--- src/rtl/tiny_eth_rx_deframer.sv ---
// MII receive deframer: strips preamble/SFD, packs nibbles into bytes, checks FCS and length,
// and reports a per-frame end/status strobe with good/bad frame counters.
module tiny_eth_rx_deframer #(
  parameter int unsigned MIN_LEN = 64,
  parameter int unsigned MAX_LEN = 1518
) (
  input  logic        rx_clk,
  input  logic        rst,
  input  logic [3:0]  rx_data,
  input  logic        rx_en,
  input  logic        rx_er,
  output logic [7:0]  out_data,
  output logic        out_valid,
  output logic        out_sof,
  output logic        out_eof,
  output logic        out_fcs_ok,
  output logic [3:0]  out_err,
  output logic [15:0] good_cnt,
  output logic [15:0] bad_cnt
);

  localparam int unsigned CW = $clog2(MAX_LEN + 2);
  localparam logic [CW-1:0] CntOver = CW'(MAX_LEN + 1);
  localparam logic [CW-1:0] CntMin  = CW'(MIN_LEN);
  localparam logic [CW-1:0] CntSat  = '1;
  localparam logic [31:0]   CrcPoly    = 32'hEDB88320;
  localparam logic [31:0]   CrcResidue = 32'hDEBB20E3;

  localparam logic [2:0] StDrop = 3'd0;
  localparam logic [2:0] StIdle = 3'd1;
  localparam logic [2:0] StPre  = 3'd2;
  localparam logic [2:0] StData = 3'd3;
  localparam logic [2:0] StOver = 3'd4;

  logic [2:0]    state_q, state_d;
  logic [CW-1:0] cnt_q, cnt_d;
  logic [31:0]   crc_q, crc_d;
  logic          phase_q, phase_d;
  logic [3:0]    low_q, low_d;
  logic          rxer_q, rxer_d;
  logic          first_q, first_d;
  logic [7:0]    out_data_d;
  logic          out_valid_d, out_sof_d, out_eof_d, out_fcs_ok_d;
  logic [3:0]    out_err_d;
  logic [15:0]   good_cnt_d, bad_cnt_d;
  logic [7:0]    byte_w;
  logic [CW-1:0] cnt_inc;

  function automatic logic [31:0] crc_byte(input logic [31:0] c, input logic [7:0] b);
    logic [31:0] r;
    r = c ^ {24'h0, b};
    for (int i = 0; i < 8; i++) begin
      r = r[0] ? ((r >> 1) ^ CrcPoly) : (r >> 1);
    end
    return r;
  endfunction

  always_comb begin
    state_d      = state_q;
    cnt_d        = cnt_q;
    crc_d        = crc_q;
    phase_d      = phase_q;
    low_d        = low_q;
    rxer_d       = rxer_q;
    first_d      = first_q;
    out_data_d   = out_data;
    out_valid_d  = 1'b0;
    out_sof_d    = 1'b0;
    out_eof_d    = 1'b0;
    out_fcs_ok_d = out_fcs_ok;
    out_err_d    = out_err;
    good_cnt_d   = good_cnt;
    bad_cnt_d    = bad_cnt;
    byte_w       = {rx_data, low_q};
    cnt_inc      = (cnt_q == CntSat) ? cnt_q : cnt_q + CW'(1);

    case (state_q)
      StDrop: begin
        if (!rx_en) state_d = StIdle;
      end
      StIdle: begin
        if (rx_en) state_d = (rx_data == 4'h5) ? StPre : StDrop;
      end
      StPre: begin
        if (!rx_en) begin
          state_d = StIdle;
        end else if (rx_data == 4'hD) begin
          state_d = StData;
          cnt_d   = '0;
          crc_d   = '1;
          phase_d = 1'b0;
          rxer_d  = 1'b0;
          first_d = 1'b1;
        end else if (rx_data != 4'h5) begin
          state_d = StDrop;
        end
      end
      StData: begin
        if (!rx_en) begin
          // A pending low nibble is reported as misalignment and never enters the CRC.
          out_eof_d    = 1'b1;
          out_fcs_ok_d = (crc_q == CrcResidue);
          out_err_d    = {1'b0, cnt_q < CntMin, phase_q, rxer_q | rx_er};
          state_d      = StIdle;
        end else begin
          if (rx_er) rxer_d = 1'b1;
          if (!phase_q) begin
            low_d   = rx_data;
            phase_d = 1'b1;
          end else begin
            phase_d     = 1'b0;
            out_data_d  = byte_w;
            out_valid_d = 1'b1;
            out_sof_d   = first_q;
            first_d     = 1'b0;
            crc_d       = crc_byte(crc_q, byte_w);
            cnt_d       = cnt_inc;
            if (cnt_inc == CntOver) state_d = StOver;
          end
        end
      end
      StOver: begin
        // Oversize byte was emitted last cycle; close the frame and ignore the rest.
        out_eof_d    = 1'b1;
        out_fcs_ok_d = (crc_q == CrcResidue);
        out_err_d    = {1'b1, cnt_q < CntMin, 1'b0, rxer_q};
        state_d      = StDrop;
      end
      default: state_d = StDrop;
    endcase

    if (out_eof) begin
      if (out_fcs_ok && (out_err == 4'h0)) good_cnt_d = good_cnt + 16'd1;
      else                                 bad_cnt_d  = bad_cnt + 16'd1;
    end
  end

  always_ff @(posedge rx_clk or negedge rst) begin
    if (!rst) begin
      state_q    <= StDrop;
      cnt_q      <= '0;
      crc_q      <= '1;
      phase_q    <= 1'b0;
      low_q      <= 4'h0;
      rxer_q     <= 1'b0;
      first_q    <= 1'b0;
      out_data   <= 8'h00;
      out_valid  <= 1'b0;
      out_sof    <= 1'b0;
      out_eof    <= 1'b0;
      out_fcs_ok <= 1'b0;
      out_err    <= 4'h0;
      good_cnt   <= 16'h0000;
      bad_cnt    <= 16'h0000;
    end else begin
      state_q    <= state_d;
      cnt_q      <= cnt_d;
      crc_q      <= crc_d;
      phase_q    <= phase_d;
      low_q      <= low_d;
      rxer_q     <= rxer_d;
      first_q    <= first_d;
      out_data   <= out_data_d;
      out_valid  <= out_valid_d;
      out_sof    <= out_sof_d;
      out_eof    <= out_eof_d;
      out_fcs_ok <= out_fcs_ok_d;
      out_err    <= out_err_d;
      good_cnt   <= good_cnt_d;
      bad_cnt    <= bad_cnt_d;
    end
  end

endmodule

--- config.mk ---
export PLATFORM = sky130hd
export DESIGN_NAME = tiny_eth_rx_deframer
export DESIGN_NICKNAME = d
export VERILOG_FILES = /design/src/rtl/tiny_eth_rx_deframer.sv
export SDC_FILE = /design/constraint.sdc
export NUM_CORES = 1
export LEC_CHECK = 0
export BUFFER_PORTS_ARGS = -buffer_cell sky130_fd_sc_hd__buf_2
export CAP_MARGIN = 20
export CORE_ASPECT_RATIO = 0.8
export CORE_MARGIN = 1
export CORE_UTILIZATION = 53
export CTS_CLUSTER_SIZE = 28
export DETAILED_ROUTE_END_ITERATION = 6
export PLACE_DENSITY = 0.83
export SYNTH_ARGS = -nofsm -noshare
export SYNTH_HDL_FRONTEND = slang
export SYNTH_SLANG_ARGS = --single-unit
--- constraint.sdc ---
create_clock -name rx_clk -period 2 [get_ports rx_clk]
set_input_delay 0.1 -clock rx_clk [delete_from_list [all_inputs] [get_ports rx_clk]]
set_output_delay 0.1 -clock rx_clk [all_outputs]
set_load 0.03 [all_outputs]
==> Word-level counts from Yosys, hierarchy flattened <==
Cells that the tools add are included.
{ "word_totals": {"word_cells": 120, "output_inout_bits": 48, "register_bits": 101} }
{ "op_classes": {"muxes": 54, "eq_ne": 21, "magnitude_cmp": 1, "n_bitwise": 12, "reduce_logical": 14, "addsub": 3} }
{ "op_table": {"columns": ["operator", "count"], "rows": [
  ["$mux 32", 12],
  ["$not 13->14", 8],
  ["$pmux 32 s2", 1],
  ["$mux 11", 5],
  ["$add 16x1->16 const B", 2],
  ["$eq 32x32->1 const B", 1],
  ["$xor 32x8->32", 1],
  ["$mux 3", 8],
  ["$eq 11x11->1 const B", 2],
  ["$pmux 11 s2", 1],
  ["$mux 1", 18],
  ["$ne 2x2->1 const B", 8],
  ["$reduce_and 5->1", 3],
  ["$pmux 3 s4", 1],
  ["$add 11x1->11 const B", 1],
  ["$lt 11x7->1 const B", 1],
  ["$pmux 1 s2", 5],
  ["$pmux 4 s2", 1],
  ["$eq 3x2->1 const B", 2],
  ["$ne 3x3->1 const B", 2],
  ["$reduce_and 2->1", 3],
  ["$reduce_and 3->1", 2],
  ["$eq 4x3->1 const B", 1],
  ["$eq 4x4->1 const B", 1],
  ["13 further kinds", 15]
]} }

==> Logic depth before layout (Yosys ltp) <==
Gate-level depths: netlist (run 1).
{ "logic_depth": {"word_depth": 20, "ltp_mapped": 9, "ltp_nobuf": 7} }

==> Worst setup path after synthesis (run 1) <==
No wires, ideal clock.
{ "synth_path": {"kind": "register -> register", "start": "register cnt_q[0]", "end": "register state_q[0]", "path_buffers": 0, "t_arrival_ps": 1812, "setup_ps": 142, "stages_incl_launch_ff": 8, "period_less_slack_ps": 1954, "setup_slack_ps": 46, "cell_sequence": "dfrtp_1 > ha_1 > nand2b_1 > o21ai_0 > a211oi_1 > a2111o_1 > o311ai_2 > o211ai_1"} }
{ "synth_via": {"elab_chain_len": 5} }
{ "synth_rtl": {"columns": ["item", "line_no", "text"], "rows": [
  ["start, declared", "36", "logic [CW-1:0] cnt_q, cnt_d;"],
  ["start signal, assigned", "157", "cnt_q <= cnt_d;"],
  ["$add 11x1->11 or $eq 11x11->1 (tied branches)", "75", "cnt_inc = (cnt_q == CntSat) ? cnt_q : cnt_q + CW'(1);"],
  ["$mux 11 (*)", "75", null],
  ["$eq 11x11->1 (*)", "118", "if (cnt_inc == CntOver) state_d = StOver;"],
  ["$ne 3x3->1 (no line) (*)", null, null],
  ["$reduce_and 5->1 (no line) (*)", null, null],
  ["end signal, assigned", "140", "state_q <= StDrop;"],
  ["end signal, assigned", "156", "state_q <= state_d;"],
  ["end, declared", "35", "logic [2:0] state_q, state_d;"]
]} }
Mark *: on every way between the ends. The rest lies on a longest branch, timed or not.
A chain may end at the register's enable or synchronous reset.

==> Worst setup path after layout (run 1) <==
{ "layout_path": {"start": "register cnt_q[1]", "end": "register state_q[0]"} }
Same word-level chain as after synthesis.

==> results of run 1 <==
==> power breakdown <==
part / internal [µW] / leakage (µW) / total [µW] / switching, µW
clock: 1000 / 0.000155 / 1820 / 819
combinational: 2550 / 0.00136 / 5400 / 2850
sequential: 2770 / 0.00126 / 3420 / 647
==> through the flow <==
stage          hold WS (ns)  setup slack, ns
2_1_floorplan        -0.196           0.0465
3_3_place_gp          0.146         -0.00200
3_5_place_dp          0.151          -0.0423
4_1_cts              0.0466          -0.0336
5_1_grt              0.0448          -0.0794
6_report             0.0534           0.0234
==> kinds of logic (layout without fill, tap and decap cells) <==
kind of cell               Yosys count  after routing  synth area share (%)
AOI/OAI and AO/OA                   90             90                  10.4
DFF                                101            101                  47.4
xor gates and xnor gates           100            100                  19.6
buffers and inverters               33            107                  3.56
and+or+nand+nor                    182            182                  16.7
muxes                                8              8                  1.64
adders and majority gates            3              3                 0.693
==> state kept, by name, summed over array words and instances, names as in the netlist <==
name	flops
crc_q	32
out_fcs_ok	1
cnt_q	11
good_cnt	16
out_sof	1
low_q	4
state_q	3
bad_cnt	16
first_q	1
out_err	4
rxer_q	1
out_valid	1
out_data	8
phase_q	1
out_eof	1
==> placed cells by master (no fill, tap or decap), types with 17 or more instances in the layout <==
master	count
buf_2	54
dfrtp_1	65
nand3_1	17
xor2_1	29
nand2_1	59
nor2_1	49
dfstp_2	32
xnor2_1	57
a21oi_1	37
buf_4	19
==> worst max-delay path by stage <==
stage / start / endpoint / slack, ns / depth (start not counted)
2_1_floorplan: cnt_q[0] / state_q[0] / 0.05 / 7
3_3_place_gp: cnt_q[0] / state_q[0] / -0.002 / 7
3_5_place_dp: cnt_q[0] / state_q[0] / -0.04 / 7
4_1_cts: cnt_q[0] / state_q[0] / -0.03 / 7
5_1_grt: cnt_q[0] / state_q[0] / -0.08 / 6
6_report: cnt_q[1] / state_q[0] / 0.02 / 7
==> cell type report <==
| type | count | area share, % |
|---|---|---|
| Inverter | 10 | 0.586 |
| Clock inverter | 7 | 1.45 |
| Sequential cell | 101 | 40.2 |
| Clock buffer | 9 | 3.52 |
| Timing Repair Buffer | 81 | 8.38 |
| Multi-Input combinational cell | 383 | 43.2 |
| Tap cell | 136 | 2.66 |
==> layer usage <==
metal / GRT usage, % / vias up / wire length [µm]
met5: 0 / - / 0
met3: 4.71 / 14 / 613
met2: 37.8 / 111 / 5510
met4: 7.47 / 0 / 144
met1: 34.4 / 2038 / 5620
li1: - / 1922 / -
==> worst max-delay path: cells and delay by family, from the launching register on <==
kind	cells	cell delay, ns
compound gates	5	1.12
flops	1	0.42
simple gates	1	0.16
buf+inv	1	0.14
==> repair_timing <==
item | CTS | global route
hold buffers | 1 | 0
hold endpoints to repair | 43 | 0
pin swaps | 6 | 14
resized for setup | 9 | 17
setup buffers | 0 | 2
setup endpoints to repair | 2 | 7
==> summary.md, run 1 <==
| Metric | Value |
|---|---|
| Final slew viol count | 0 |
| Post-Route WL | 11900 µm |
| First-pass GRT wire length | 19800 µm |
| Final Non-Filler Cells | 727 |
| Final std cell area, no fill | 6400 µm² |
| Net count, final | 597 |
| Seq cells post-synth | 101 |
| DR vias | 4085 |
| Row count | 32 |
| Lkg Pwr | 0.00277 µW |
| Skew-Pair Late Insertion Delay | 0.35 ns |
| Antenna-violating nets left | 0 |
| PortBufs | 55 |
| Netlist cell types | 62 |
| Mapped Area | 5420 µm² |
| CP arrival | 2.20 ns |
| Remaining Overflow, GRT | 0 |
| DRC errors left | 0 |
| Synthesized area per cell | 10.5 µm² |
| Nature of the critical path endpoint | register |
| Hold depth | 3 |
| Critical path fanouts, max | 4 |
| Register-to-Register Setup Slack | 0.02 ns |
| Worst Hold End | rxer_q |
| Hold Crit Start | rx_er |
| RR Startpoint | cnt_q[1] |
| DR WL/cell | 16.4 µm |
| Final Hold Fails | 0 |
| Achievable Freq | 0.506 GHz |
| Total CTS buffers | 9 |
| Unrepaired setup endpoints after global routing | yes |
| Antenna violations before repair | 0 |
| Synth cell count leaders | dfrtp_1 (69), nand2_1 (60), xnor2_1 (57), nor2_1 (49), a21oi_1 (37) |
| Area of the multi-input gates | 2770 µm² |
| H-Tree Level Count | 3 |
| Post-synth EDFFs | 0 |
| Vias in the first global route | 3960 |
| Register area share after synthesis | 47.4% |
| # diodes | 0 |
| CP Launch Type | register |
| Run status | complete, no violations |
| Critical Path RT | 2.22 ns |
| Final Critical Period | 1.98 ns |
| Total Routing Usage GR | 24.3% |
| Ports | 56 |
| Slowest CP cell | dfrtp_1 |
| Endpoints failing setup | 0 |
| Vias per std cell | 5.62 |
| Layout fillers | 793 |
| Post-Syn Instances | 517 |
| Top_reg_cell synth | dfrtp_1 |
| Most numerous cell in the Yosys netlist | dfrtp_1 |
| Drt pass-1 iters | 4 |
| Synth top area share | 31.9% |
| Util after Layout | 65.5% |
| Largest net degree at the start of global routing | 46 |
| Worst hold path class | input pin to register |
| Die extent in x | 115 µm |
| Largest cells by area after synthesis | dfrtp_1 (32%), dfstp_2 (16%), xnor2_1 (9.2%) |
| TritonCTS clock tree | done |
| Synth area leader | dfrtp_1 |
| Clock Path Buffers | 2 |
| Fin Clk Skew | 0.0107 ns |
| Worst-case reg-to-reg path depth | 7 |
| PD cells | 1660 nW/µm² |
| Reg clk slew, reported paths | 0.07 ns |
| TNS Setup | 0 ns |
| Iter 0 DRT Violations | 285 |
| Max-Cap Viols | 0 |
| Worst path cell trace | buf_6 -> and2_4 -> a2111oi_4 -> a311oi_2 -> a2111o_1 -> o311ai_2 -> o211ai_1 |
| Worst slew pin tran | 0.629 ns |
| CP max stage delay | 0.42 ns |
| R2R Path End | state_q[0] |
| Hpwl dp | 8510 µm |
| Rel. slew slack | 57.5% |
| Post-layout power | 10600 µW |
| Syn nets | 528 |
| Area Overhead vs Synth | 18.2% |
| Die Area | 10600 µm² |
| Final RePlAce weighted congestion | 0.913 |
| Clk sinks | 101 |
| Critical path class | register to register |
| Clock Tree Root | clkbuf_16 |
| Asr flop ratio synth | 100% |
| Worst IR Drop VDD | 0.00138 V |
| Initial core utilization | 55.4% |
| Cell Area, Placed | 5930 µm² |
| Core Region | 9770 µm² |
| YS warnings | 0 |
| Placed insts | 708 |
| Period utilization | 98.8% |
| Die Y | 92.4 µm |
| Layout cells sized above 1 | 29.9% |
| FF/Latch Area | 2570 µm² |
No activity file was read; power rests on OpenSTA's default activity.
==> inputs of run 2 (changes only) <==
--- a/config.mk
+++ b/config.mk
@@ -9,10 +9,10 @@
 export CAP_MARGIN = 20
 export CORE_ASPECT_RATIO = 0.8
 export CORE_MARGIN = 1
-export CORE_UTILIZATION = 53
+export CORE_UTILIZATION = 45
 export CTS_CLUSTER_SIZE = 28
 export DETAILED_ROUTE_END_ITERATION = 6
-export PLACE_DENSITY = 0.83
+export PLACE_DENSITY = 0.73
 export SYNTH_ARGS = -nofsm -noshare
 export SYNTH_HDL_FRONTEND = slang
 export SYNTH_SLANG_ARGS = --single-unit
==> summary.md, run 2 (same netlist as run 1, synthesis figures left out) <==
| Metric | Value |
|---|---|
| CP max stage delay | 0.45 ns |
| Hold WS | 0.0376 ns |
| Vias per std cell | 5.39 |
| Largest net degree at the start of global routing | 39 |
| Clk sinks | 101 |
| Rel. slew slack | 56.2% |
| Worst IR Drop VDD | 0.00127 V |
| Commonest non-fill, non-tap cell in the layout | dfrtp_1 |
| Crit path max-delay family | compound AO/OA/AOI/OAI gates |
| Net count, final | 598 |
| DR vias | 3988 |
| Post-Route WL | 11800 µm |
| Met3 wire len | 669 µm |
| DR WL/cell | 15.9 µm |
| Clock Path Buffers | 2 |
| CP Launch Type | register |
| Top layer in use | met4 |
| Remaining Overflow, GRT | 0 |
| Register-to-Register Setup Slack | -0.05 ns |
| Fin Clk Skew | 0.00334 ns |
| Total Routing Usage GR | 20.3% |
| Met1 WL | 5780 µm |
| Critical path fanouts, max | 5 |
| CP arrival | 2.26 ns |
| Util after Layout | 54.7% |
| Cell Area, Placed | 5940 µm² |
| Skew-Pair Late Insertion Delay | 0.34 ns |
| TNS Setup | -0.0669 ns |
| Run status | finished with violations |
| Ports | 56 |
| # diodes | 0 |
| Final Critical Period | 2.05 ns |
| Final RePlAce weighted congestion | 0.888 |
| Placed insts | 722 |
| Max-Cap Viols | 0 |
| Drt pass-1 iters | 4 |
| Hold Crit Start | rx_er |
| Critical Path RT | 2.21 ns |
| PortBufs | 55 |
| Total CTS buffers | 9 |
| Final Non-Filler Cells | 740 |
| Commonest non-fill, non-tap cells in the layout | dfrtp_1 (68), nand2_1 (60), xnor2_1 (57) |
| RR Startpoint | cnt_q[1] |
| First-pass GRT wire length | 20100 µm |
| Final Hold Fails | 0 |
| Die extent in x | 125 µm |
| Iter 0 DRT Violations | 223 |
| Slowest CP cell | a2111o_1 |
| WP buf/inv | 2 |
| Worst path cell trace | buf_4 -> nand3_1 -> nor3_2 -> inv_1 -> a2111o_1 -> o311ai_2 -> o211ai_1 |
| Antenna-violating nets left | 0 |
| CP Launch Point | cnt_q[1] |
| H-Tree Level Count | 3 |
| Met2 Wirelength | 5180 µm |
| Row count | 35 |
| Hpwl dp | 8530 µm |
| PD cells | 1690 nW/µm² |
| Unrepaired setup endpoints after global routing | yes |
| Achievable Freq | 0.488 GHz |
| Initial core utilization | 46.7% |
| Layout fillers | 1001 |
| TritonCTS clock tree | done |
| Nature of the critical path endpoint | register |
| Endpoints failing setup | 2 |
| Die Area | 12500 µm² |
| Area Overhead vs Synth | 17.3% |
| Top Registers | crc_q: 32 flops, bad_cnt: 16 flops, good_cnt: 16 flops |
| Antenna violations before repair | 0 |
| Clock Tree Root | clkbuf_16 |
| Worst slew pin tran | 0.647 ns |
| Period utilization | 102% |
| Die Y | 100 µm |
| Worst hold path class | input pin to register |
| Final std cell area, no fill | 6350 µm² |
| Vias in the first global route | 3906 |
| Failing checks | negative setup slack |
| Layout cells sized above 1 | 28.0% |
| DRC errors left | 0 |
| Largest reg by FF count | crc_q |
| Reg clk slew, reported paths | 0.07 ns |
| Final slew viol count | 0 |
| Core Region | 11600 µm² |
| Worst setup margin | -0.0494 ns |
| Critical path class | register to register |
| Max reg flops | 32 |
| Lkg Pwr | 0.00277 µW |
## run 2: cell type report
type	instances	area, µm²	share of cell area [%]
clock buffers	10	239	3.76
clock inverters	6	110	1.73
inverters	10	37.5	0.591
multi-input cells	383	2700	42.6
flip-flops and latches	101	2570	40.4
well taps	148	185	2.92
repair buffers	82	508	8.00
## run 2: power by group
group	switching (µW)	internal [µW]	leakage, µW
Clock	749	1250	0.000165
Combinational	2820	2520	0.00135
Sequential	635	2770	0.00126
Total	4210	6540	0.00277
## run 2: metal layers
layer	track usage, %	up-vias
met3	4.21	11
met2	29.8	100
met1	30.3	1946
met5	0	-
met4	5.56	0
li1	-	1931
## run 2: timing repair
item | 4_1_cts | 5_1_grt
gates resized for setup | 2 | 6
setup endpoints to repair | 2 | 8
hold buffers | 1 | 0
endpoints found under the hold margin | 25 | 0
pin swaps | 0 | 6
setup buffers | 0 | 1
## run 2: worst min-delay path: stages
cell	delay (ns)
buf_2	0.10
a21oi_1	0.06
nor2_1	0.09
## run 2: path summary, 6_finish.rpt
| kind | to | cells past startpoint |
|---|---|---|
| max reg2reg | state_q[0] | 7 |
| max in group asynchronous | out_valid | 3 |
| max | state_q[0] | 7 |
| min in group asynchronous | good_cnt[14] | 2 |
| min | rxer_q | 3 |
| min reg2reg | bad_cnt[15] | 1 |
## run 2: metrics by stage
stage / worst slack, ns / total power [µW]
4_1_cts: -0.0103 / 10800
6_report: -0.0494 / 10800
5_1_grt: -0.135 / 11400
3_3_place_gp: 0.0159 / 8580
3_5_place_dp: -0.0511 / 8670
2_1_floorplan: 0.0465 / 7610
==> inputs of run 3 (changes only) <==
--- a/config.mk
+++ b/config.mk
@@ -7,7 +7,6 @@
 export LEC_CHECK = 0
 export BUFFER_PORTS_ARGS = -buffer_cell sky130_fd_sc_hd__buf_2
 export CAP_MARGIN = 20
-export CORE_ASPECT_RATIO = 0.8
 export CORE_MARGIN = 1
 export CORE_UTILIZATION = 45
 export CTS_CLUSTER_SIZE = 28
==> summary.md, run 3 (same netlist as run 1, synthesis figures left out) <==
| Metric | Value |
|---|---|
| Final Hold Fails | 0 |
| Core Region | 11600 µm² |
| Max reg flops | 32 |
| Clock Path Buffers | 2 |
| Cell Area, Placed | 5950 µm² |
| Final Critical Period | 1.94 ns |
| Nature of the critical path endpoint | register |
| Endpoints failing setup | 0 |
| Reg clk slew, reported paths | 0.07 ns |
| R2R Path End | state_q[0] |
| PD cells | 1650 nW/µm² |
| Commonest non-fill, non-tap cells in the layout | dfrtp_1 (68), nand2_1 (60), xnor2_1 (57) |
| Fin Clk Skew | 0.00523 ns |
| Vias per std cell | 5.40 |
| RR Startpoint | cnt_q[0] |
| Critical path fanouts, max | 5 |
| Largest net degree at the start of global routing | 45 |
| Worst path cell trace | buf_6 -> buf_4 -> and4b_2 -> o211ai_1 -> a2111o_1 -> o311ai_2 -> o211ai_1 |
| Die Y | 112 µm |
| PortBufs | 55 |
| Ports | 56 |
| Worst hold path class | input pin to register |
| Lkg Pwr | 0.00279 µW |
| Iter 0 DRT Violations | 335 |
| Final slew viol count | 0 |
| Worst IR Drop VDD | 0.000958 V |
| Register-to-Register Setup Slack | 0.06 ns |
| Worst slew pin tran | 0.549 ns |
| Layout cells sized above 1 | 30.0% |
| Vias in the first global route | 4178 |
| Skew-Pair Late Insertion Delay | 0.34 ns |
| Unrepaired setup endpoints after global routing | yes |
| Top Registers | crc_q: 32 flops, bad_cnt: 16 flops, good_cnt: 16 flops |
| Largest reg by FF count | crc_q |
| Final std cell area, no fill | 6370 µm² |
| Run status | finished with violations |
| Initial core utilization | 46.8% |
| Period utilization | 96.8% |
| Hpwl dp | 8490 µm |
| Clk sinks | 101 |
| CP Launch Type | register |
| Post-Route WL | 12200 µm |
| First-pass GRT wire length | 20600 µm |
| Achievable Freq | 0.516 GHz |
| Net count, final | 606 |
| Slowest CP cell | dfrtp_1 |
| TritonCTS clock tree | done |
| Failing checks | design-rule violations |
| Remaining Overflow, GRT | 0 |
| Worst-case reg-to-reg path depth | 7 |
| FF/Latch Area | 2570 µm² |
| Critical path class | register to register |
| Total Routing Usage GR | 20.6% |
| Critical Path RT | 2.21 ns |
| DR WL/cell | 16.4 µm |
| H-Tree Level Count | 3 |
| Crit path capture | state_q[0] |
| Antenna violations before repair | 0 |
| TNS Setup | 0 ns |
| Drt pass-1 iters | 7 |
| Layout fillers | 952 |
| Max-Cap Viols | 0 |
| Die Area | 12500 µm² |
| Area of the multi-input gates | 2740 µm² |
| Crit-path most repeated cell | o211ai_1 |
| Antenna-violating nets left | 0 |
| CP Launch Point | cnt_q[0] |
| DR vias | 4009 |
| Clock Tree Root | clkbuf_16 |
| Area Overhead vs Synth | 17.7% |
| Row count | 39 |
| Total CTS buffers | 9 |
| DRC errors left | 9 |
| # diodes | 0 |
| Die extent in x | 112 µm |
| Rel. slew slack | 63.1% |
| CP arrival | 2.15 ns |
| CP max stage delay | 0.42 ns |
| Commonest non-fill, non-tap cell in the layout | dfrtp_1 |
| Util after Layout | 55.1% |
| Final RePlAce weighted congestion | 0.869 |
| Hold WS | 0.0275 ns |
==> run 3: cell types whose count changed in the layout (fill, tap and decap cells not counted), sizes merged <==
cell | before | now
buf | 81 | 89
bufinv | 3 | 0
inv | 10 | 13
clkbuf | 10 | 9
clkinv | 1 | 2
==> run 3: metrics by stage <==
stage	worst slack, ns	instances	power [µW]
after floorplan	0.0465	517	7610
after global placement	0.0274	720	8620
after detailed placement	-0.0271	720	8760
after CTS	0.00399	742	10500
after global routing	-0.0147	743	11200
final	0.0632	743	10500
==> run 3: where the power goes <==
group	switching [µW]	leakage [µW]	internal (µW)	total [µW]
logic	2910	0.00139	2560	5470
registers	618	0.00126	2770	3390
clock network	811	0.000133	858	1670
total	4340	0.00279	6190	10500
==> run 3: worst min path at each step <==
stage,start,endpoint,slack [ns],cells past startpoint
after floorplan,rst,bad_cnt[0],-0.20,0
after global placement,rst,good_cnt[10],0.09,1
after detailed placement,rst,good_cnt[6],0.11,1
after CTS,rx_er,rxer_q,0.02,3
after global routing,rx_er,rxer_q,0.03,3
final,rx_er,rxer_q,0.03,3
==> run 3: layer usage <==
metal	routed length, µm	up-vias	GRT usage, %	part of all wire [%]
li1	-	1951	-	-
met1	5550	1957	27.2	45
met2	6040	88	34.4	49
met3	489	13	3.65	4.0
met4	129	0	6.40	1.1
met5	0	-	0	0
==> run 3: timing repair <==
item,CTS,global route
resized for setup,7,10
pin swaps,6,7
hold buffers,1,0
setup endpoints to repair,2,13
buffers inserted,5,1
hold endpoints to repair,34,0
==> run 3: final cells by class <==
| cell class | count | share of cell area (%) |
|---|---|---|
| clock buffers | 9 | 3.53 |
| repair buffers | 90 | 8.97 |
| well taps | 143 | 2.81 |
| multi-input cells | 383 | 42.9 |
| inverters | 10 | 0.589 |
| clock inverters | 7 | 0.864 |
| flip-flops and latches | 101 | 40.3 |
==> run 3: worst max-delay path: cells and delay by family (launching register included) <==
| kind | cells | cell delay (ns) |
|---|---|---|
| compound gates | 4 | 0.87 |
| buf+inv | 2 | 0.26 |
| flops | 1 | 0.42 |
| simple gates | 1 | 0.26 |
